<file path="src/rtl/flit_link_rx.sv">
// flit_link_rx: downstream link receiver sitting on a switch output port.
//
// Accepts flits into per-VC circular FIFOs, acknowledges every written flit
// with a registered packet_sent pulse, returns one credit per freed slot on
// credit_granted, and drains buffered flits to a local consumer over a
// valid/ready interface with round-robin arbitration across VCs.
//
// Ports:
//   clk, rst        clock, synchronous active-high reset
//   in_flit         incoming flit (VC taken from in_flit.vc)
//   data_ready_in   in_flit valid this cycle
//   packet_sent     one-cycle pulse, cycle after a flit is written
//   credit_granted  per-VC one-cycle credit pulse, cycle after a pop
//   out_flit        head flit of the selected VC (0 when not valid)
//   out_vc          VC of out_flit (0 when not valid)
//   out_valid       out_flit valid
//   out_ready       consumer accepts out_flit
//   overflow        sticky: a flit was dropped (full VC or bad VC index)
//
// Optional build macro FLIT_LINK_RX_STATS_EN adds saturating 16-bit
// accepted_count / dropped_count outputs.

package chiplet_types_pkg;

  typedef struct packed {
    logic [1:0]  vc;
    logic        head;
    logic        tail;
    logic [27:0] payload;
  } flit_t;

endpackage

module flit_link_rx #(
  parameter int unsigned NUM_VCS = 2,
  parameter int unsigned DEPTH   = 8
) (
  input  logic                       clk,
  input  logic                       rst,
  input  chiplet_types_pkg::flit_t   in_flit,
  input  logic                       data_ready_in,
  output logic                       packet_sent,
  output logic [NUM_VCS-1:0]         credit_granted,
  output chiplet_types_pkg::flit_t   out_flit,
  output logic [$clog2(NUM_VCS)-1:0] out_vc,
  output logic                       out_valid,
  input  logic                       out_ready,
  output logic                       overflow
`ifdef FLIT_LINK_RX_STATS_EN
  ,
  output logic [15:0]                accepted_count,
  output logic [15:0]                dropped_count
`endif
);

  import chiplet_types_pkg::*;

  localparam int unsigned VcW  = $clog2(NUM_VCS);
  localparam int unsigned PtrW = $clog2(DEPTH);
  localparam int unsigned CntW = PtrW + 1;

  typedef enum logic {StIdle, StPresent} state_e;

  state_e          state_q, state_d;
  logic [VcW-1:0]  sel_q, sel_d;
  logic [VcW-1:0]  rr_q, rr_d;
  logic [VcW-1:0]  rr_inc;

  flit_t           mem_q    [NUM_VCS][DEPTH];
  logic [PtrW-1:0] wr_ptr_q [NUM_VCS];
  logic [PtrW-1:0] rd_ptr_q [NUM_VCS];
  logic [CntW-1:0] cnt_q    [NUM_VCS];
  logic [CntW-1:0] cnt_d    [NUM_VCS];

  logic [NUM_VCS-1:0] push_v, pop_v;
  logic [NUM_VCS-1:0] ne_now, ne_next;
  logic [VcW-1:0]     push_idx;
  logic               vc_in_range;
  logic               push_full;
  logic               pop;
  logic               push_ok;
  logic               drop;
  logic [VcW:0]       pick_idle, pick_next;

  // Round-robin search: first set bit of ne at or after start, cyclically.
  // Result is {found, index}.
  function automatic logic [VcW:0] rr_pick(input logic [VcW-1:0]     start,
                                           input logic [NUM_VCS-1:0] ne);
    logic [VcW:0] r;
    int           idx;
    r = '0;
    // Walk downwards so the closest candidate to start wins.
    for (int i = int'(NUM_VCS) - 1; i >= 0; i--) begin
      idx = int'(start) + i;
      if (idx >= int'(NUM_VCS)) idx = idx - int'(NUM_VCS);
      if (ne[idx]) r = {1'b1, VcW'(idx)};
    end
    return r;
  endfunction

  // ---------------------------------------------------------------------------
  // Push / pop decode
  // ---------------------------------------------------------------------------
  always_comb begin
    push_idx    = in_flit.vc[VcW-1:0];
    vc_in_range = int'(in_flit.vc) < int'(NUM_VCS);
    pop         = (state_q == StPresent) && out_ready;
    push_full   = vc_in_range && (cnt_q[push_idx] == CntW'(DEPTH));
    // A full VC still accepts when its head leaves in the same cycle; the
    // write lands in the slot being freed (wr_ptr == rd_ptr when full).
    push_ok     = data_ready_in && vc_in_range &&
                  (!push_full || (pop && (sel_q == push_idx)));
    drop        = data_ready_in && !push_ok;
  end

  always_comb begin
    for (int v = 0; v < int'(NUM_VCS); v++) begin
      push_v[v] = push_ok && (push_idx == VcW'(v));
      pop_v[v]  = pop && (sel_q == VcW'(v));
      cnt_d[v]  = cnt_q[v];
      if (push_v[v] && !pop_v[v]) begin
        cnt_d[v] = cnt_q[v] + CntW'(1);
      end else if (pop_v[v] && !push_v[v]) begin
        cnt_d[v] = cnt_q[v] - CntW'(1);
      end
      ne_now[v]  = (cnt_q[v] != '0);
      ne_next[v] = (cnt_d[v] != '0);
    end
  end

  // ---------------------------------------------------------------------------
  // Drain FSM
  // ---------------------------------------------------------------------------
  always_comb begin
    rr_inc    = (sel_q == VcW'(NUM_VCS - 1)) ? '0 : sel_q + VcW'(1);
    pick_idle = rr_pick(rr_q, ne_now);
    pick_next = rr_pick(rr_inc, ne_next);

    state_d = state_q;
    sel_d   = sel_q;
    rr_d    = rr_q;

    unique case (state_q)
      StIdle: begin
        if (pick_idle[VcW]) begin
          sel_d   = pick_idle[VcW-1:0];
          state_d = StPresent;
        end
      end
      StPresent: begin
        if (out_ready) begin
          rr_d = rr_inc;
          // Post-pop occupancy includes a same-cycle push, so a VC refilled
          // this cycle keeps the stream going without a bubble.
          if (pick_next[VcW]) begin
            sel_d = pick_next[VcW-1:0];
          end else begin
            state_d = StIdle;
          end
        end
      end
      default: state_d = StIdle;
    endcase
  end

  // ---------------------------------------------------------------------------
  // State registers
  // ---------------------------------------------------------------------------
  always_ff @(posedge clk) begin
    if (rst) begin
      state_q        <= StIdle;
      sel_q          <= '0;
      rr_q           <= '0;
      packet_sent    <= 1'b0;
      credit_granted <= '0;
      overflow       <= 1'b0;
      for (int v = 0; v < int'(NUM_VCS); v++) begin
        cnt_q[v]    <= '0;
        wr_ptr_q[v] <= '0;
        rd_ptr_q[v] <= '0;
      end
    end else begin
      state_q        <= state_d;
      sel_q          <= sel_d;
      rr_q           <= rr_d;
      packet_sent    <= push_ok;
      credit_granted <= pop_v;
      overflow       <= overflow | drop;
      for (int v = 0; v < int'(NUM_VCS); v++) begin
        cnt_q[v] <= cnt_d[v];
        if (push_v[v]) wr_ptr_q[v] <= wr_ptr_q[v] + PtrW'(1);
        if (pop_v[v])  rd_ptr_q[v] <= rd_ptr_q[v] + PtrW'(1);
      end
    end
  end

  // Storage needs no reset: pointers and counts define what is valid.
  always_ff @(posedge clk) begin
    if (push_ok) begin
      mem_q[push_idx][wr_ptr_q[push_idx]] <= in_flit;
    end
  end

  // ---------------------------------------------------------------------------
  // Outputs: read data comes from stored state only, never from in_flit.
  // ---------------------------------------------------------------------------
  always_comb begin
    out_valid = (state_q == StPresent);
    out_vc    = '0;
    out_flit  = '0;
    if (out_valid) begin
      out_vc   = sel_q;
      out_flit = mem_q[sel_q][rd_ptr_q[sel_q]];
    end
  end

`ifdef FLIT_LINK_RX_STATS_EN
  always_ff @(posedge clk) begin
    if (rst) begin
      accepted_count <= '0;
      dropped_count  <= '0;
    end else begin
      if (push_ok && (accepted_count != 16'hFFFF)) begin
        accepted_count <= accepted_count + 16'd1;
      end
      if (drop && (dropped_count != 16'hFFFF)) begin
        dropped_count <= dropped_count + 16'd1;
      end
    end
  end
`endif

endmodule

</file>
<file path="config.mk">
export PLATFORM = sky130hd
export DESIGN_NAME = flit_link_rx
export DESIGN_NICKNAME = d
export VERILOG_FILES = /design/src/rtl/flit_link_rx.sv
export SDC_FILE = /design/constraint.sdc
export NUM_CORES = 1
export LEC_CHECK = 0
export BUFFER_PORTS_ARGS = -buffer_cell sky130_fd_sc_hd__buf_2
export CAP_MARGIN = 15
export CORE_ASPECT_RATIO = 1.1
export CORE_UTILIZATION = 31
export CTS_CLUSTER_SIZE = 25
export DETAILED_ROUTE_END_ITERATION = 7
export GPL_ROUTABILITY_DRIVEN = 0
export GPL_TIMING_DRIVEN = 0
export PLACE_DENSITY = 0.58
export SYNTH_ARGS = -nofsm -noshare
export SYNTH_HDL_FRONTEND = slang
export SYNTH_SLANG_ARGS = --single-unit
export TNS_END_PERCENT = 50
</file>
<file path="constraint.sdc">
create_clock -name clk -period 4.9 [get_ports clk]
set_input_delay 0.735 -clock clk [delete_from_list [all_inputs] [get_ports clk]]
set_output_delay 0.735 -clock clk [all_outputs]
set_load 0.005 [all_outputs]
</file>
==> results of run 1 <==
## worst max path at each step
stage / startpoint / endpoint
2_1_floorplan: in_flit[30] / mem_q[0][128]
3_3_place_gp: in_flit[30] / mem_q[0][202]
3_5_place_dp: rd_ptr_q[0][0] / out_flit[29]
4_1_cts: rd_ptr_q[0][0] / out_flit[29]
5_1_grt: rd_ptr_q[0][0] / out_flit[29]
6_report: rd_ptr_q[0][0] / out_flit[29]
## routing by layer
layer,track usage [%],routed length (µm)
met1,21.1,24800
met2,27.0,28200
met3,3.18,3910
met4,5.33,1640
met5,0,34
## kinds of logic (layout without fill, tap and decap cells)
logic type / Yosys count / count (layout) / synth area share, %
AND/OR/NAND/NOR: 218 / 218 / 5.85
adder cells (fa/ha/maj): 8 / 8 / 0.456
AO/OA/AOI/OAI: 378 / 378 / 12.0
flip-flops: 540 / 540 / 73.1
XOR/XNOR: 11 / 11 / 0.438
multiplexers: 132 / 132 / 6.01
buffers and inverters: 116 / 350 / 2.22
## worst reg2reg max path, cell delays in order, from the launching register on
cell and delay (ps):
dfxtp_1 460, nor3_2 120, and3_1 210, o21ai_1 130, nand2b_1 130, nand2b_1 170, clkbuf_1 250, nor4_2 810
buf_4 320, buf_4 210, buf_4 200
## cell type report
cell class	instances	area [µm²]	share of cell area, %
clock buffer	68	1470	5.66
timing repair buffer	133	983	3.79
sequential	540	16100	61.9
multi-input combinational	747	5510	21.3
tap	936	1170	4.51
inverter	13	48.8	0.188
buffer	103	440	1.70
clock inverter	33	258	0.994
## power by group
part	switching (mW)	internal, mW	leakage (nW)
clock	1.72	2.33	0.852
sequential	0.0562	5.16	4.87
combinational	1.97	0.858	2.65
## cell usage in the layout (no fill, tap or decap), drive strengths merged, types with 2 or more instances in the layout
| master | synthesis | layout |
|---|---|---|
| a211o | 2 | 2 |
| a211oi | 259 | 259 |
| a21o | 2 | 2 |
| a21oi | 101 | 101 |
| a22oi | 2 | 2 |
| and2 | 2 | 2 |
| and3 | 4 | 4 |
| and3b | 2 | 2 |
| buf | 33 | 166 |
| bufinv | 0 | 4 |
| clkbuf | 70 | 138 |
| clkinv | 0 | 26 |
| dfxtp | 16 | 16 |
| edfxtp | 524 | 524 |
| ha | 8 | 8 |
| inv | 13 | 16 |
| mux2i | 132 | 132 |
| nand2 | 5 | 5 |
| nand2b | 5 | 5 |
| nand3 | 6 | 6 |
| nor2 | 31 | 31 |
| nor2b | 128 | 128 |
| nor3 | 19 | 19 |
| nor3b | 2 | 2 |
| nor4 | 4 | 4 |
| o21ai | 3 | 3 |
| or2 | 4 | 4 |
| or3b | 2 | 2 |
| xnor2 | 7 | 7 |
| xor2 | 4 | 4 |
## flip-flops by register name (all words and copies together), names as in the netlist, named ones only
signal,cells
sel_q,1
wr_ptr_q,6
rd_ptr_q,6
packet_sent,1
overflow,1
mem_q,512
rr_q,1
credit_granted,2
cnt_q,8
out_valid,1
## metrics by stage
step	setup TNS (ps)	util (%)	total power, mW
floorplan	-24380	-	6.93
global placement	-1382640	33.4	8.08
detailed placement	0	34.4	8.14
CTS	0	36.9	12.2
global route	0	36.9	12.6
finish	0	36.9	12.1
## what timing repair did
item                       CTS  global route
setup endpoints to repair    0             1
resized for setup            0             2
setup buffers                0             0
==> run metrics, run 1 <==
outcome=finished clean; worst hold path cell count=2; placed cell count=roughly 2500; Fin Hold WS=between 300 and 400 ps; Worst Min Path Start=rst; crit-path leading delay family=buffers and inverters; nature of the critical path startpoint=register; CORE AREA=70300 µm²; critical path's slowest cell=buf_1; first-pass GRT wire length=86800 µm; Die W=256 µm; CP max stage delay=~660 ps; reg2reg end=mem_q[0][238]; dpl ws=820 ps; share of the synthesized area in the top cell type=71.6%; syn nets=1447; Final Max Slew Viols=0; Ys Warns=0; average cell area after synthesis=about 16 µm²; Skew-Pair Late Insertion Delay=just over 600 ps; Rows=102; total grt overflow=0; Worst VDD drop=roughly 0.35 mV; Placed Area=between 20000 and 25000 µm²; Seq/Total Area, Yosys=73.1%; critical-path cell list=buf_2 > buf_2 > buf_1 > a211oi_1 > a21oi_1 > a211oi_1 > a211oi_1 > buf_2; Bufs and invs on worst path=4; WL final=58600 µm; setup ws final=around 310 ps; Synth cell types=51; ys async rst share=0%; Setup-failing EPs final=0; Final Instance Area=25900 µm²; Crit path depth=8; WP data required=4160 ps; Commonest cells post-synth=edfxtp_1, a211oi_1, mux2i_1, nor2b_1, a21oi_1; RSZ-0062 raised after global routing=no; R2R depth=10; gr usage total=roughly 16%; io pins=74; hold_buf cts=0; Worst R2R Setup Slack=1600 ps; most common cell in the synthesized netlist=edfxtp_1; flops & latches, synth=between 500 and 600; Syn-to-layout area delta=18.1%; port buffer count=72; final worst path period share=93.7%; vias in the first global route=13200; number of flops mapped to enable cells by yosys=roughly 520; Layout Nets=1638; reg2reg start=cnt_q[0][1]; number of routed nets with antenna violations=0; full die area=71900 µm²; FILL cells=6582; DRT Pass-1 Iters=5; slew margin rel.=31.0%; HPWL after DPL=40100 µm; initial antenna violation count=3; drt via density=~5.1; Mapped Cells=~1400; P per Cell Area=466 nW/µm²; top cells by area, synth=edfxtp_1, a211oi_1, mux2i_1; largest net degree at the start of global routing=23; Worst-Margin Slew=about 1000 ps; min-delay worst type=in -> reg; final hold viol count=0; CTS tree=built; final worst path period need=4590 ps; Hold Path Sink=cnt_q[0][1]; H-tree Lvls=2; clock skew=18.7 ps; clock slew at reported path FFs=60 ps; Synth area leader=edfxtp_1; Primary FF master, synth=edfxtp_1; synthesized area=roughly 22000 µm²; CP Max Fanout=10; diode count=0; Max Clock Freq=around 0.22 GHz; clock root cell=clkbuf_16; max cap viols=0; worst-case clock buffer depth=3; clock buffer count from CTS=56; WL/cell=between 20 and 25 µm; Leak=roughly 8.4 nW; non-filler cells, final=2573; DRC viols=0; share of cells above drive strength 1=16.3%; critical path type=reg -> out; worst path arrival time=3860 ps; DR vias=13200; initial DRC count=1078; clock sinks=540; die height=roughly 280 µm; Starting Density=31.2%; crit path capture type=primary output
No activity file was read; power rests on OpenSTA's default activity.
==> inputs of run 2 (changes only) <==
PLACE_DENSITY = 0.57   (was 0.58)
clock period = 5.2 ns   (was 4.9 ns; I/O delays follow)
==> run metrics, run 2 (synthesized netlist as in run 1, its figures left out) <==
total grt overflow=0 (unchanged); clock buffer count from CTS=55 (was 56); Rows=102 (unchanged); initial DRC count=1094 (was 1078); commonest non-fill, non-tap cell in the layout=edfxtp_1 (unchanged); final worst path period need=4950 ps; WP data required=4420 ps (was 4160 ps); worst path arrival time=4170 ps (was 3860 ps); DRT Pass-1 Iters=5 (unchanged); DR vias=13000 (was 13200); H-tree Lvls=2 (unchanged); vias in the first global route=13100 (was 13200); Final Max Slew Viols=0 (unchanged); met1 Use GR=21.2% (was 21.1%); die height=281 µm (unchanged); Syn-to-layout area delta=18.3% (was 18.1%); Layout Nets=1634 (was 1638); final worst path period share=about 95%; P per Cell Area=443 nW/µm² (was 466 nW/µm²); dpl ws=1010 ps (was 820 ps); number of routed nets with antenna violations=0 (unchanged); Skew-Pair Late Insertion Delay=610 ps (about the same); full die area=71900 µm² (unchanged); clock sinks=540 (unchanged); CORE AREA=70300 µm² (unchanged); CTS tree=built (unchanged); first-pass GRT wire length=85700 µm (was 86800 µm); share of cells above drive strength 1=16.7% (was 16.3%); Worst R2R Setup Slack=1850 ps (was 1600 ps); post-CTS sizing=0 (unchanged); Starting Density=31.2% (unchanged); Setup-failing EPs final=0 (unchanged); io pins=74 (unchanged); clock skew=14.6 ps (was 18.7 ps); slew margin rel.=29.1% (was 31.0%); grt met3 use=3.04% (was 3.18%); Worst VDD drop=0.294 mV (was 0.353 mV); clock root cell=clkbuf_16 (unchanged); critical path type=reg -> out (unchanged); final hold viol count=0 (unchanged); Die W=256 µm (unchanged); drt via density=5.06 (was 5.12); CP Max Fanout=10 (unchanged); busiest grt layer=met2 (unchanged); Post-Route Setup TNS=0 ps (unchanged); hold_buf cts=0 (unchanged); Leak=8.38 nW (was 8.37 nW); min-delay worst type=in -> reg (unchanged); clock slew at reported path FFs=60 ps (about the same); RSZ-0062 raised after global routing=no (unchanged); outcome=finished clean (unchanged); gr usage total=16.1% (was 16.2%); DRC viols=0 (unchanged); initial antenna violation count=2 (was 3); WL final=58600 µm (about the same); nature of the critical path startpoint=register (unchanged); max cap viols=0 (unchanged); Max Clock Freq=0.202 GHz; met2 Use GR=26.9% (was 27.0%); diode count=0 (unchanged); crit path capture type=primary output (unchanged); most frequent cells in the layout=edfxtp_1, a211oi_1, mux2i_1, nor2b_1, a21oi_1 (unchanged); WL/cell=22.8 µm (about the same); worst-case clock buffer depth=3 (unchanged); Fin Hold WS=394 ps (was 350 ps); max FFs per register=512 (unchanged); FILL cells=6542 (was 6582); HPWL after DPL=39900 µm (was 40100 µm); largest net degree at the start of global routing=23 (unchanged); Worst-Margin Slew=1060 ps (was 1030 ps); postcts setup bufs=0 (unchanged); setup ws final=246 ps (was 307 ps); port buffer count=72 (unchanged); Power Total=11.5 mW (was 12.1 mW)
[run 2: worst max-delay path: stages (launching register included)]
cell and delay, ps:
edfxtp_1 630, buf_2 380, buf_2 310, clkbuf_1 630, a211oi_1 170, a211oi_1 420, a21oi_1 80, a211oi_1 710
buf_2 240
[run 2: final timing paths]
check	startpoint	end	depth (start not counted)
min	rst	cnt_q[0][1]	2
max	rd_ptr_q[0][0]	out_flit[29]	8
max reg2reg	cnt_q[1][1]	mem_q[1][194]	9
min reg2reg	overflow	overflow	2
[run 2: power by group]
part	switching (mW)	internal, mW	total (mW)	leakage, nW
registers	0.0540	4.86	4.91	4.87
clock network	1.67	2.27	3.94	0.882
logic	1.87	0.808	2.67	2.63
total	3.59	7.94	11.5	8.38
[run 2: cell type report]
cell class / count / area [µm²] / area share, %
sequential: 540 / 16100 / 61.8
multi-input combinational: 747 / 5510 / 21.2
clock buffer: 62 / 1420 / 5.48
tap: 936 / 1170 / 4.50
timing repair buffer: 130 / 968 / 3.73
buffer: 103 / 439 / 1.69
clock inverter: 41 / 375 / 1.44
inverter: 13 / 48.8 / 0.188
[run 2: routing by layer]
metal  wire length [µm]  share of wire, %
met1              25200                43
met3               3700               6.3
met4               1580               2.7
met2              28100                48
met5                 22             0.038
[run 2: through the flow]
stage                     util, %  cell area (µm²)  instances
final                        37.0            26000       2572
after CTS                    37.0            26000       2572
after floorplan                 -            22000       1403
after detailed placement     34.4            24200       2469
after global routing         37.0            26000       2572
after global placement       33.4            23500       2411
